==> src/rtl/jtag_scan_sequencer.sv <==
// Command-driven JTAG master: walks the TAP through reset/idle/IR-scan/DR-scan and mirrors its state.
// Optional JTAG_SEQ_STATE_CHECK_EN adds state_obs/state_err to compare the mirror against the real TAP.
module jtag_scan_sequencer #(
  parameter int DATA_W = 32,
  parameter int LEN_W  = 6
) (
  input  logic              TCK,
  input  logic              TRST,
  input  logic              cmd_valid,
  output logic              cmd_ready,
  input  logic [1:0]        cmd_op,
  input  logic [LEN_W-1:0]  cmd_len,
  input  logic [DATA_W-1:0] cmd_data,
  output logic              rsp_valid,
  output logic [DATA_W-1:0] rsp_data,
  output logic              TMS,
  output logic              TDI,
  input  logic              TDO,
  output logic [3:0]        tap_state
`ifdef JTAG_SEQ_STATE_CHECK_EN
  ,
  input  logic [3:0]        state_obs,
  output logic              state_err
`endif
);
  localparam int CNT_W = LEN_W + 1;
  localparam int IDX_W = (DATA_W > 1) ? $clog2(DATA_W) : 1;

  localparam logic [1:0] OP_RESET = 2'b00, OP_IDLE = 2'b01, OP_IR = 2'b10;

  localparam logic [3:0] TLR = 4'h0, RTI = 4'h1, SEL_DR = 4'h2, CAP_DR = 4'h3,
                         SHIFT_DR = 4'h4, EX1_DR = 4'h5, PAUSE_DR = 4'h6, EX2_DR = 4'h7,
                         UPD_DR = 4'h8, SEL_IR = 4'h9, CAP_IR = 4'hA, SHIFT_IR = 4'hB,
                         EX1_IR = 4'hC, PAUSE_IR = 4'hD, EX2_IR = 4'hE, UPD_IR = 4'hF;

  typedef enum logic [1:0] {ST_INIT, ST_READY, ST_RUN} st_t;

  function automatic logic [3:0] tap_next(input logic [3:0] s, input logic tms);
    case (s)
      TLR:      tap_next = tms ? TLR    : RTI;
      RTI:      tap_next = tms ? SEL_DR : RTI;
      SEL_DR:   tap_next = tms ? SEL_IR : CAP_DR;
      CAP_DR:   tap_next = tms ? EX1_DR : SHIFT_DR;
      SHIFT_DR: tap_next = tms ? EX1_DR : SHIFT_DR;
      EX1_DR:   tap_next = tms ? UPD_DR : PAUSE_DR;
      PAUSE_DR: tap_next = tms ? EX2_DR : PAUSE_DR;
      EX2_DR:   tap_next = tms ? UPD_DR : SHIFT_DR;
      UPD_DR:   tap_next = tms ? SEL_DR : RTI;
      SEL_IR:   tap_next = tms ? TLR    : CAP_IR;
      CAP_IR:   tap_next = tms ? EX1_IR : SHIFT_IR;
      SHIFT_IR: tap_next = tms ? EX1_IR : SHIFT_IR;
      EX1_IR:   tap_next = tms ? UPD_IR : PAUSE_IR;
      PAUSE_IR: tap_next = tms ? EX2_IR : PAUSE_IR;
      EX2_IR:   tap_next = tms ? UPD_IR : SHIFT_IR;
      default:  tap_next = tms ? SEL_DR : RTI;
    endcase
  endfunction

  st_t               st, st_nxt;
  logic [2:0]        init_cnt;
  logic [CNT_W-1:0]  cnt, len_q, len_eff, pre, last;
  logic [1:0]        op_q;
  logic [DATA_W-1:0] sh, cap;
  logic [IDX_W-1:0]  idx;
  logic              tms_nxt, shift_bit, done, accept, in_shift, tms_seq;

  assign cmd_ready = (st == ST_READY);

  always_ff @(posedge TCK) begin
    if (!TRST) st <= ST_INIT;
    else       st <= st_nxt;
  end

  // TMS is chosen one edge ahead: the value driven at step k moves the TAP at step k+1.
  always_comb begin
    st_nxt    = st;
    tms_nxt   = 1'b0;
    shift_bit = 1'b0;
    done      = 1'b0;
    accept    = 1'b0;
    len_eff   = '0;
    pre       = (op_q == OP_IR) ? CNT_W'(4) : CNT_W'(3);
    in_shift  = op_q[1] && (cnt >= pre) && (cnt < pre + len_q);
    tms_seq   = 1'b0;
    case (op_q)
      OP_RESET: last = CNT_W'(6);
      OP_IDLE:  last = len_q;
      OP_IR:    last = len_q + CNT_W'(6);
      default:  last = len_q + CNT_W'(5);
    endcase
    case (op_q)
      OP_RESET: tms_seq = (cnt < CNT_W'(5));
      OP_IDLE:  tms_seq = 1'b0;
      default: begin
        if (cnt < pre)    tms_seq = (op_q == OP_IR) ? (cnt < CNT_W'(2)) : (cnt == '0);
        else if (in_shift) tms_seq = (cnt == pre + len_q - CNT_W'(1));
        else              tms_seq = (cnt == pre + len_q);
      end
    endcase
    if (cmd_op == OP_IDLE)
      len_eff = (cmd_len == '0) ? CNT_W'(1) : CNT_W'(cmd_len);
    else if (cmd_len == '0 || CNT_W'(cmd_len) > CNT_W'(DATA_W))
      len_eff = CNT_W'(DATA_W);
    else
      len_eff = CNT_W'(cmd_len);
    case (st)
      ST_INIT: begin
        tms_nxt = (init_cnt < 3'd4);
        if (init_cnt == 3'd5) st_nxt = ST_READY;
      end
      ST_READY: begin
        if (cmd_valid) begin
          accept  = 1'b1;
          st_nxt  = ST_RUN;
          tms_nxt = (cmd_op != OP_IDLE);
        end
      end
      default: begin
        if (cnt == last) begin
          done   = 1'b1;
          st_nxt = ST_READY;
        end else begin
          tms_nxt   = tms_seq;
          shift_bit = in_shift;
        end
      end
    endcase
  end

  always_ff @(posedge TCK) begin
    if (!TRST) begin
      TMS       <= 1'b1;
      TDI       <= 1'b0;
      rsp_valid <= 1'b0;
      rsp_data  <= '0;
      tap_state <= TLR;
      init_cnt  <= '0;
      cnt       <= '0;
      op_q      <= '0;
      len_q     <= '0;
      sh        <= '0;
      cap       <= '0;
      idx       <= '0;
    end else begin
      tap_state <= tap_next(tap_state, TMS);
      TMS       <= tms_nxt;
      TDI       <= shift_bit ? sh[0] : 1'b0;
      rsp_valid <= done;
      if (shift_bit) sh <= sh >> 1;
      if (done) rsp_data <= cap;
      if (st == ST_INIT) init_cnt <= init_cnt + 3'd1;
      if (accept) begin
        cnt   <= CNT_W'(1);
        op_q  <= cmd_op;
        len_q <= len_eff;
        sh    <= cmd_data;
        cap   <= '0;
        idx   <= '0;
      end else if (st == ST_RUN) begin
        cnt <= cnt + CNT_W'(1);
      end
      // TDO is captured on every edge the TAP spends in a shift state.
      if (st == ST_RUN && (tap_state == SHIFT_DR || tap_state == SHIFT_IR)) begin
        cap[idx] <= TDO;
        idx      <= idx + IDX_W'(1);
      end
    end
  end

`ifdef JTAG_SEQ_STATE_CHECK_EN
  always_ff @(posedge TCK) begin
    if (!TRST)                                     state_err <= 1'b0;
    else if (st != ST_INIT && state_obs != tap_state) state_err <= 1'b1;
  end
`endif

endmodule
==> config.mk <==
export PLATFORM = sky130hd
export DESIGN_NAME = jtag_scan_sequencer
export DESIGN_NICKNAME = d
export VERILOG_FILES = /design/src/rtl/jtag_scan_sequencer.sv
export SDC_FILE = /design/constraint.sdc
export NUM_CORES = 1
export LEC_CHECK = 0
export CORE_MARGIN = 1.5
export CORE_UTILIZATION = 57
export DETAILED_ROUTE_END_ITERATION = 7
export PLACE_DENSITY = 0.9
export SLEW_MARGIN = 5
export SYNTH_ARGS = -nofsm -noshare
export SYNTH_HDL_FRONTEND = slang
export SYNTH_SLANG_ARGS = --single-unit
==> constraint.sdc <==
create_clock -name TCK -period 4.3 [get_ports TCK]
set_clock_uncertainty 0.05 [all_clocks]
set_input_delay 0.43 -clock TCK [delete_from_list [all_inputs] [get_ports TCK]]
set_output_delay 0.43 -clock TCK [all_outputs]
set_load 0.01 [all_outputs]
Yosys cells after proc, flatten, opt, wreduce, memory -nomap -nowiden. Cells that the tools add are included.

Bits in registers: 129. Bits of input ports: 44. Output and inout port bits: 40. Word-level logic and storage cells: 123.

$add $sub $neg: 7. Magnitude comparators: 9. Equality and inequality tests: 24. Mux-type cells: 47. Bitwise gates (word level): 1. Reductions and logical operators: 21.

Operators by type and width (number): $mux W32 (5); $pmux W4 S11 (1); $bwmux W32 (1); $eq A4 B4 Y1 const B (6); $eq A7 B7 Y1 (3); $pmux W7 S3 (1); $mux W6 (3); $mux W1 (17); $eq A4 B3 Y1 const B (4); $mux W4 (4); $add A7 B3 Y7 const B (2); $mux W2 (6); $mux W5 (2); $mux W3 (3); $eq A4 B2 Y1 const B (2); $reduce_or A2 Y1 (4); $add A3 B7 Y7 (1); $add A7 B1 Y7 const B (1); $ge A7 B3 Y1 (1); $logic_not A7 Y1 (1); $lt A7 B2 Y1 const B (1); $lt A7 B3 Y1 (1); $lt A7 B3 Y1 const B (1); $lt A7 B7 Y1 (1); other kinds (25) (37).

Longest topological paths before layout. Gate-level depths: netlist of run 1.

Depth in word-level cells: 10. Gate-level depth with buffers: 17. Depth with buffers taken out: 16.

Worst setup path after synthesis of run 1. Ideal clock, no wire load.

Path kind: reg2reg. From: register op_q[1]. To: register sh[28]. Setup time: 0.119 ns. Data arrival time: 3.668 ns. Required time: 4.131 ns. Path slack: 0.464 ns. Stages on the path, launching flop included: 18. Path buffers: 2. Clock period less this slack: 3.836 ns. Cells stage by stage: dfxtp_1 nor2b_1 inv_1 ha_1 inv_1 fa_1 nor2b_1 o21ai_0 xnor2_1 ha_1 a21oi_1 o21ai_0 or3_1 a211o_1 clkbuf_1 clkbuf_1 o31a_1 o221a_2.

Cells in the longest elaborated chain, start to end: 8. Elaborated cells between the ends (all ways): 14. Those cells by class: add/sub (1); order compare (2); eq/ne (3); mux (4); reduce/logical (4).

Ends and longest elaborated chain: start, declared (RTL line 62) `logic [1:0] op_q;`; start signal, assigned (RTL line 154) `op_q <= cmd_op;`; $eq A2 B2 Y1 (RTL line 82, 85); $mux W3 (RTL line 82) `pre = (op_q == OP_IR) ? CNT_W'(4) : CNT_W'(3);`; $add A3 B7 Y7 / $ge A7 B3 Y1 (equally long branches) (RTL line 83) `in_shift = op_q[1] && (cnt >= pre) && (cnt < pre + len_q);`; $lt A7 B7 Y1 / $logic_and A1 B1 Y1 (equally long branches) (RTL line 83); $logic_and A1 B1 Y1 (RTL line 83); $mux W1 (*) (RTL line 119) `if (cnt == last) begin`; $mux W1 (*) (RTL line 106) `case (st)`; $reduce_bool A2 Y1 (no source line) (*); end signal, assigned (RTL line 149) `if (shift_bit) sh <= sh >> 1;`; end signal, assigned (RTL line 156) `sh <= cmd_data;`; end, declared (RTL line 63) `logic [DATA_W-1:0] sh, cap;`.

Mark *: on every way between the ends. The rest lies on a longest branch, timed or not. A chain may end at the register's enable or synchronous reset.

Final worst setup path of run 1.
From: register op_q[1]. To: register sh[30].

Same word-level chain as after synthesis.

==> results of run 1 <==
through the flow:
stage	total power [mW]	instances	utilization	worst slack, ns
floorplan	1.33	877	-	0.464
global placement	1.40	1053	0.653	0.341
detailed placement	1.40	1053	0.653	0.226
CTS	2.82	1085	0.702	0.0938
global route	2.90	1090	0.706	0.0497
finish	2.82	1090	0.706	0.265
cell usage after synthesis (2+ instances only):
cell / n
xnor3_1: 2
mux2i_1: 4
nor3b_1: 3
and3_1: 9
nand3_1: 98
a221oi_1: 2
a211oi_1: 5
o221a_2: 21
nand3b_1: 3
o22ai_1: 2
buf_4: 6
or3_1: 5
o31a_1: 30
ha_1: 26
or4_1: 2
buf_2: 8
clkbuf_1: 68
xnor2_1: 14
o21ai_0: 55
nor2_1: 40
o211ai_1: 20
and3b_1: 3
nor2b_1: 9
nand4_1: 4
a32o_1: 2
o31ai_1: 32
nor4_1: 3
inv_1: 21
o221a_1: 10
a21o_1: 4
nand2b_1: 5
a21oi_1: 92
a31oi_1: 4
o21ai_1: 4
and2_1: 5
buf_1: 4
nand2_1: 83
dfxtp_1: 128
nor3_1: 8
xor2_1: 9
flip-flops by register name, indices dropped and copies added, names as in the netlist:
register	cells
TDI	1
TMS	1
cap	32
cnt	7
idx	5
init_cnt	3
len_q	6
op_q	2
rsp_data	32
rsp_valid	1
sh	32
st	2
tap_state	4
worst max-delay path: cells and delay by family, from the launching register on:
kind | cells | cell delay (ns)
AND/OR/NAND/NOR | 4 | 1.09
AO/OA/AOI/OAI | 5 | 0.96
adder cells (fa/ha/maj) | 3 | 0.89
buffers and inverters | 3 | 0.35
flip-flops | 1 | 0.32
XOR/XNOR | 1 | 0.29
report_power, final:
group	switching [mW]	total (mW)	internal (mW)	leakage [nW]
combinational	0.0797	0.156	0.0761	1.57
clock	0.610	1.44	0.830	0.279
sequential	0.0196	1.22	1.20	1.03
total	0.710	2.82	2.11	2.88
cell type report:
| cell class | count | area share |
|---|---|---|
| Clock buffer | 18 | 0.0516 |
| Clock inverter | 14 | 0.0173 |
| Inverter | 22 | 0.00970 |
| Multi-Input combinational cell | 642 | 0.482 |
| Sequential cell | 128 | 0.301 |
| Tap cell | 168 | 0.0247 |
| Timing Repair Buffer | 98 | 0.114 |
final timing paths:
check,end,cells after the start,from
setup / recovery,sh[30],16,op_q[1]
hold / removal,TDI,2,sh[0]
setup reg to reg,sh[30],16,op_q[1]
hold reg to reg,TDI,2,sh[0]
placed cells by master, fill, tap and decap left out, drive strengths merged, types with 8 or more instances in the layout:
cell           count
ha                26
inv               28
o211ai            20
o21ai             59
nand2             83
xor2               9
clkdlybuf4s50     83
o221a             31
o31ai             32
nand3             98
nor2b              9
a21oi             92
nor2              40
and3               9
o31a              30
dfxtp            128
xnor2             14
nor3               8
clkbuf            18
buf               15
per-layer routing:
metal,wire [um],vias to the layer above,track usage
met1,8160,3328,0.383
met3,1200,48,0.0678
li1,-,3299,-
met2,9300,295,0.473
met4,411,0,0.103
met5,0,-,0
kinds of logic after synthesis:
group,synth area share
adder cells (fa/ha/maj),0.0488
AND/OR/NAND/NOR,0.197
buffers and inverters,0.0619
flip-flops,0.362
AO/OA/AOI/OAI,0.288
XOR/XNOR,0.0348
multiplexers,0.00725
timing repair:
| item | in CTS | in global routing |
|---|---|---|
| endpoints found under the setup margin | 0 | 22 |
| hold buffers | 0 | 0 |
| gates resized for setup | 0 | 4 |
| buffers inserted | 0 | 4 |
==> metrics.csv, run 1 <==
metric,value,unit
overall routing resource usage,0.292,
sequential area share after synthesis,0.362,
Least-Margin Pin Slew,1.12,ns
asr flop ratio synth,0,
Initial Util,0.587,
Routed WL,19100,um
Yosys warnings,0,
Post-synth EDFFs,0,
multi-input logic area,4100,um2
Worst Path Max Fanout,39,
Finished Cell Area,8520,um2
crit end category,flop,
Max-cap violations,0,
Max Freq,248,MHz
pwr dens,331,nW/um2
diodes inserted,0,
final hold vios,0,
headroom to the max-slew limit,0.252,
Post-Syn Area per Cell,8.07,um2
die width,114,um
Register Area,2560,um2
post-synth cell types,64,
number of remaining DRC errors,0,
drt pass-1 iters,6,
clk_lat worst skew,0.43,ns
cts bufs inserted,17,
max-slew violations,0,
Mapped Cells,877,
Worst EP arrival,4.32,ns
DIE HEIGHT,114,um
largest net degree at the start of global routing,97,
CTS tree,done,
status,finished clean,
initial antenna violation count,0,
HPWL Detailed,11000,um
Post-DP Area,7880,um2
mapped cell area,7080,um2
Leak Pwr,2.88,nW
DRT antenna net count,0,
hold crit path type,flop to flop,
NumNets Final,980,
crit path launch type,flop,
via/cell ratio,6.39,
share of cells above drive strength 1,0.0889,
Synthesized Nets,948,
aggregate global routing overflow,0,
RSZ-0062 raised after global routing,no,
Worst path slowest cell,fa_1,
IO buf count,83,
Rows,40,
Die ar.,13100,um2
DR WL/cell,17.5,um
clock sink count,128,
# H-tree levels,4,
total core area,12100,um2
period utilisation layout,0.938,
Seq cells post-synth,128,
Vias,6970,
Final min period,4.03,ns
setup TNS,0,ns
leading post-synthesis cells by cell area,"dfxtp_1, nand3_1, a21oi_1, ha_1, nand2_1",
Worst-path clk slew,0.06,ns
Worst Hold Margin,0.412,ns
Yosys top cell area share,0.362,
CP Class,flop to flop,
CP peak stage delay,0.39,ns
area grow syn2layout,20.4,%
vias in the first global route,6229,
First DRT Iteration DRCs,824,
R2R setup slack,0.27,ns
RePlAce Congestion,0.931,
Main synth FF type,dfxtp_1,
crit-path cells,nor2b_1 > inv_2 > ha_2 > inv_1 > fa_1 > nor2b_1 > o21ai_1 > xnor2_1 > ha_1 > a21oi_1 > o21ai_0 > or3_1 > a211o_4 > buf_12 > or3_1 > a211oi_1,
CP required,4.59,ns
maximum VDD drop,0.000303,V
fillers,891,
io pins,84,
clock root buffer,clkbuf_16,
first-pass GRT wire length,30900,um
"area leader, netlist",dfxtp_1,
maximum root-to-sink buffer count,2,
Finish-stage setup viols,0,
Note: power is estimated with default switching activity, not from simulation.
==> run 2: changes to the inputs <==
- CORE_MARGIN: 1.5 -> 10
==> run 2 against run 1 <==
  * Worst setup slack lost 0.013 ns
  * Register-to-register slack hardly changed
  * Hold slack got worse by 0.0013 ns
  * Sequential share of layout area barely moved
  * Die area increased by 32%
  * Final cell count shrank 0.18%
  * Critical path type unchanged
  * Largest power group unchanged
==> metrics.csv, run 2 (synthesized netlist as in run 1, its figures left out) <==
metric,value,unit,change
status,finished clean,,
crit-path cells,nor2b_1 > inv_1 > ha_1 > inv_1 > fa_1 > nor2b_1 > o21ai_0 > xnor2_1 > ha_1 > a21oi_1 > o21ai_0 > or3_1 > a211o_2 > buf_4 > or3_1 > a211oi_1,,
pwr dens,342,nW/um2,+3.5%
via/cell ratio,6.34,,-0.81%
aggregate global routing overflow,0,,unchanged
diodes inserted,0,,unchanged
"CP delay by family, top",simple AND/OR/NAND/NOR gates,,
Worst EP arrival,4.33,ns,about the same
clock root buffer,clkbuf_16,,
Least-Margin Pin Slew,1.14,ns,+0.0188 ns
Bufs and invs on worst path,3,,unchanged
setup TNS,0,ns,unchanged
reg2reg end,sh[30],,
CP Class,flop to flop,,
vias in the first global route,6457,,+3.7%
HPWL Detailed,11900,um,+7.9%
overall routing resource usage,0.211,,-0.0816
PostCTS Resize Cnt,0,,unchanged
headroom to the max-slew limit,0.240,,-0.0126
Max-cap violations,0,,unchanged
R2R setup slack,0.25,ns,about the same
critical register-to-register path startpoint,op_q[1],,
DR WL/cell,17.6,um,+0.55%
Routed WL,19100,um,+0.37%
First DRT Iteration DRCs,809,,-1.8%
Final min period,4.05,ns,+0.0130 ns
CTS tree,done,,
Initial Util,0.587,,unchanged
final hold vios,0,,unchanged
crit path launch type,flop,,
Worst path slowest cell,fa_1,,
"most common cell after layout, fill and taps aside",dfxtp_1,,
Rows,40,,unchanged
DIE HEIGHT,131,um,+15%
RSZ-0062 raised after global routing,no,,
CP peak stage delay,0.40,ns,about the same
clk_lat worst skew,0.42,ns,about the same
Worst Path Max Fanout,63,,+62%
Worst-path clk slew,0.06,ns,about the same
io pins,84,,unchanged
share of cells above drive strength 1,0.0848,,-0.00415
Vias,6901,,-0.99%
die width,131,um,+15%
Hold Startpoint,sh[0],,
"Power, Total",2.91,mW,+3.4%
first-pass GRT wire length,31300,um,+1.5%
Finish-stage setup viols,0,,unchanged
IO buf count,83,,unchanged
DRT antenna net count,0,,unchanged
Max Freq,247,MHz,-0.32%
crit end category,flop,,
drt pass-1 iters,6,,unchanged
hold crit path type,flop to flop,,
Leak Pwr,2.90,nW,+0.40%
clock sink count,128,,unchanged
initial antenna violation count,0,,unchanged
Hold Path Depth,2,,unchanged
number of remaining DRC errors,0,,unchanged
total core area,12100,um2,unchanged
maximum root-to-sink buffer count,2,,unchanged
worst reg2reg path depth,16,,unchanged
max-slew violations,0,,unchanged
most frequent cells in the layout,"dfxtp_1, nand3_1, a21oi_1, clkdlybuf4s50_1, nand2_1",,
RePlAce Congestion,0.920,,-1.2%
fillers,868,,-2.6%
cts bufs inserted,17,,unchanged
# H-tree levels,4,,unchanged
hold-critical path endpoint,TDI,,
largest net degree at the start of global routing,72,,-26%
Die ar.,17300,um2,+32%
Top Registers,"cap (32), rsp_data (32), sh (32)",,
Util after Layout,0.705,,-0.000830
maximum VDD drop,0.000301,V,-0.68%
period utilisation layout,0.941,,+0.00303
area grow syn2layout,20.2,%,
NumNets Final,978,,-0.20%
CP required,4.59,ns,about the same
==> run 2: cell types whose count changed in the layout (fill, tap and decap cells not counted), sizes merged <==
cell	delta
clkbuf	+1
inv	-1
a211o	-1
clkinvlp	-1
clkinv	-1
buf	-1
bufinv	+2
==> run 2: stage by stage <==
step	worst slack, ns	cells	hold WS [ns]	instance area, um2
after floorplan	0.464	877	0.360	7080
after global placement	0.446	1054	0.387	7860
after detailed placement	0.245	1054	0.388	7860
after CTS	0.209	1086	0.411	8490
after global routing	0.0123	1088	0.429	8510
final	0.252	1088	0.410	8510
==> run 2: final cells by class <==
| class | instances | area (um2) | share of cell area |
|---|---|---|---|
| multi-input cells | 641 | 4080 | 0.480 |
| clock inverters | 13 | 176 | 0.0207 |
| inverters | 22 | 82.6 | 0.00971 |
| well taps | 168 | 210 | 0.0247 |
| clock buffers | 19 | 453 | 0.0533 |
| flip-flops and latches | 128 | 2560 | 0.301 |
| repair buffers | 97 | 936 | 0.110 |
==> run 2: worst register-to-register path: cells and delay by family, from the launching register on <==
family | cells | cell delay (ns)
DFF | 1 | 0.30
adders and majority gates | 3 | 0.90
and+or+nand+nor | 4 | 1.07
AOI/OAI and AO/OA | 5 | 0.88
buffers and inverters | 3 | 0.50
xor gates and xnor gates | 1 | 0.26
==> run 2: what timing repair did <==
item,in CTS,in global routing
setup endpoints to repair,0,32
setup buffers,0,2
hold buffers,0,0
==> run 2: where the power goes <==
| group | total, mW | internal, mW | switching, mW |
|---|---|---|---|
| clock network | 1.54 | 0.956 | 0.579 |
| logic | 0.156 | 0.0761 | 0.0799 |
| registers | 1.22 | 1.20 | 0.0195 |
==> run 2: per-layer routing <==
layer / vias up / routed length [um] / GRT usage
met5: - / 0 / 0
li1: 3299 / - / -
met1: 3269 / 8150 / 0.260
met4: 0 / 455 / 0.0828
met3: 49 / 1180 / 0.0488
met2: 284 / 9350 / 0.348
==> run 2: worst max path at each step <==
stage | start | endpoint | slack (ns) | cells after the start
after detailed placement | op_q[1] | sh[6] | 0.25 | 16
after global routing | op_q[1] | sh[30] | 0.01 | 16
final | op_q[1] | sh[30] | 0.25 | 16
after floorplan | op_q[1] | sh[28] | 0.46 | 17
after global placement | op_q[1] | sh[30] | 0.45 | 16
after CTS | op_q[1] | sh[30] | 0.21 | 16
==> run 3: changes to the inputs <==
- SLEW_MARGIN: 5 -> 20
==> results of run 3 <==
Same layout as run 2: the final DEF is identical, and so are final timing and power.
==> edit (settings of run 2) <==
The option `JTAG_SEQ_STATE_CHECK_EN` is turned on by a define.
--- a/src/rtl/jtag_scan_sequencer.sv
+++ b/src/rtl/jtag_scan_sequencer.sv
@@ -1,5 +1,7 @@
 // Command-driven JTAG master: walks the TAP through reset/idle/IR-scan/DR-scan and mirrors its state.
 // Optional JTAG_SEQ_STATE_CHECK_EN adds state_obs/state_err to compare the mirror against the real TAP.
+`define JTAG_SEQ_STATE_CHECK_EN
+
 module jtag_scan_sequencer #(
   parameter int DATA_W = 32,
   parameter int LEN_W  = 6
Ports: changed (added state_err and state_obs); port bits go from 84 to 89. The function was not compared with the original's and may differ.
==> edit against run 2 <==
  * Area after synthesis down 3.0%
  * Sequential cell count up 1
  * Design area down 2.9%
  * Worst setup slack worse by 0.079 ns
  * Sequential share of layout area up 1.1 points
  * Total power down 5.0%
  * Critical path depth down 1
  * Routed wire length down 1.6%
==> edit: results (changes against run 2) <==
OUTCOME='complete, no violations'
GRT_MAX_DEGREE=81  # +13%
SYNTH_CELL_TYPE_COUNT=61  # -4.7%
CELL_COUNT_OF_THE_WORST_REG_TO_REG_PATH=15  # -1
GRT_PASS1_WL_UM=30640  # -2.2%
GRT_UTIL_OVERALL_PCT=22.08  # +1.0 points
ROUTE.MET3.WL_UM=1159  # -1.7%
SEQUENTIAL_CELL_AREA_FRACTION_IN_THE_YOSYS_REPORT_PCT=37.64  # +1.4 points
SYNTH_TOP_CELLS_BY_AREA='sky130_fd_sc_hd__dfxtp_1 38%, sky130_fd_sc_hd__a21oi_1 9.0%, sky130_fd_sc_hd__o21ai_0 7.5%'
GRT_UTIL_MET1_PCT=25.97  # -0.039 points
POWER.LEAKAGE_uW=0.002669  # -7.9%
NUMBER_OF_GLOBAL_ROUTE_VIAS_BEFORE_REPAIR=6274  # -2.8%
DETAILEDPLACEMENTHPWL_UM=11900  # about the same
LAYOUT.FILLER_CELLS=952  # +9.7%
MET2_USAGE_GRT_PCT=38.42  # +3.7 points
INITIALDRTVIOLATIONCOUNT=860  # +6.3%
MET2ROUTEDLENGTH_UM=9583  # +2.5%
WL_MET1_UM=7836  # -3.9%
SYNTH_COMMONEST_CELLS='129 x sky130_fd_sc_hd__dfxtp_1, 123 x sky130_fd_sc_hd__a21oi_1, 103 x sky130_fd_sc_hd__o21ai_0'
FIRST_DRT_PASS_ITERATION_COUNT=8  # +2
COMB_POWER_uW=164  # +5%
R2R-START='op_q[0]$_SDFFE_PN0P_'
TIMING.CRITICAL_PATH.ARRIVAL_NS=4.41  # +0.08 ns
DPL_WORST_SLACK_NS=0.08843  # -0.1569 ns
INT_PWR_uW=2094  # -6.2%
SYNTHESIS.NETS=934  # -1.5%
CRITICAL_PATH.REG2REG.ENDPOINT='sh[23]$_SDFFE_PN0P_'
POSTPLACECELLAREA_SQ_MM=0.007695  # -2.1%
DRT_WL_TOTAL_UM=18840  # -1.6%
==> edit: worst max-delay path by stage <==
stage / endpoint / cells after the start / slack, ns / startpoint
finish: sh[23]$_SDFFE_PN0P_ / 15 / 0.17 / op_q[0]$_SDFFE_PN0P_
detailed placement: sh[11]$_SDFFE_PN0P_ / 15 / 0.09 / op_q[0]$_SDFFE_PN0P_
floorplan: sh[1]$_SDFFE_PN0P_ / 16 / 0.36 / op_q[0]$_SDFFE_PN0P_
CTS: sh[23]$_SDFFE_PN0P_ / 15 / 0.1 / op_q[0]$_SDFFE_PN0P_
global placement: sh[20]$_SDFFE_PN0P_ / 15 / 0.27 / op_q[0]$_SDFFE_PN0P_
global route: sh[23]$_SDFFE_PN0P_ / 15 / 0.0009 / op_q[0]$_SDFFE_PN0P_
==> edit: stage by stage <==
stage | total power, uW | cells | utilization [%]
after detailed placement | 1417 | 1025 | 64.60
final | 2766 | 1057 | 69.36
after global routing | 2847 | 1057 | 69.36
after floorplan | 1341 | 859 | -
after CTS | 2772 | 1057 | 69.32
after global placement | 1415 | 1025 | 64.60
==> edit: cell type report <==
| cell class | instances | share of cell area (%) |
|---|---|---|
| Multi-Input combinational cell | 628 | 46.86 |
| Sequential cell | 129 | 31.27 |
| Timing Repair Buffer | 100 | 11.90 |
| Clock buffer | 19 | 5.240 |
| Tap cell | 147 | 2.226 |
| Clock inverter | 13 | 1.545 |
| Inverter | 21 | 0.9541 |
==> edit: kinds of logic after synthesis <==
family | Yosys count | synth area share [%]
buffers and inverters | 102 | 6.201
adders and majority gates | 27 | 5.034
muxes | 2 | 0.3100
xor gates and xnor gates | 31 | 3.958
and+or+nand+nor | 230 | 16.56
AOI/OAI and AO/OA | 338 | 30.29
DFF | 129 | 37.64
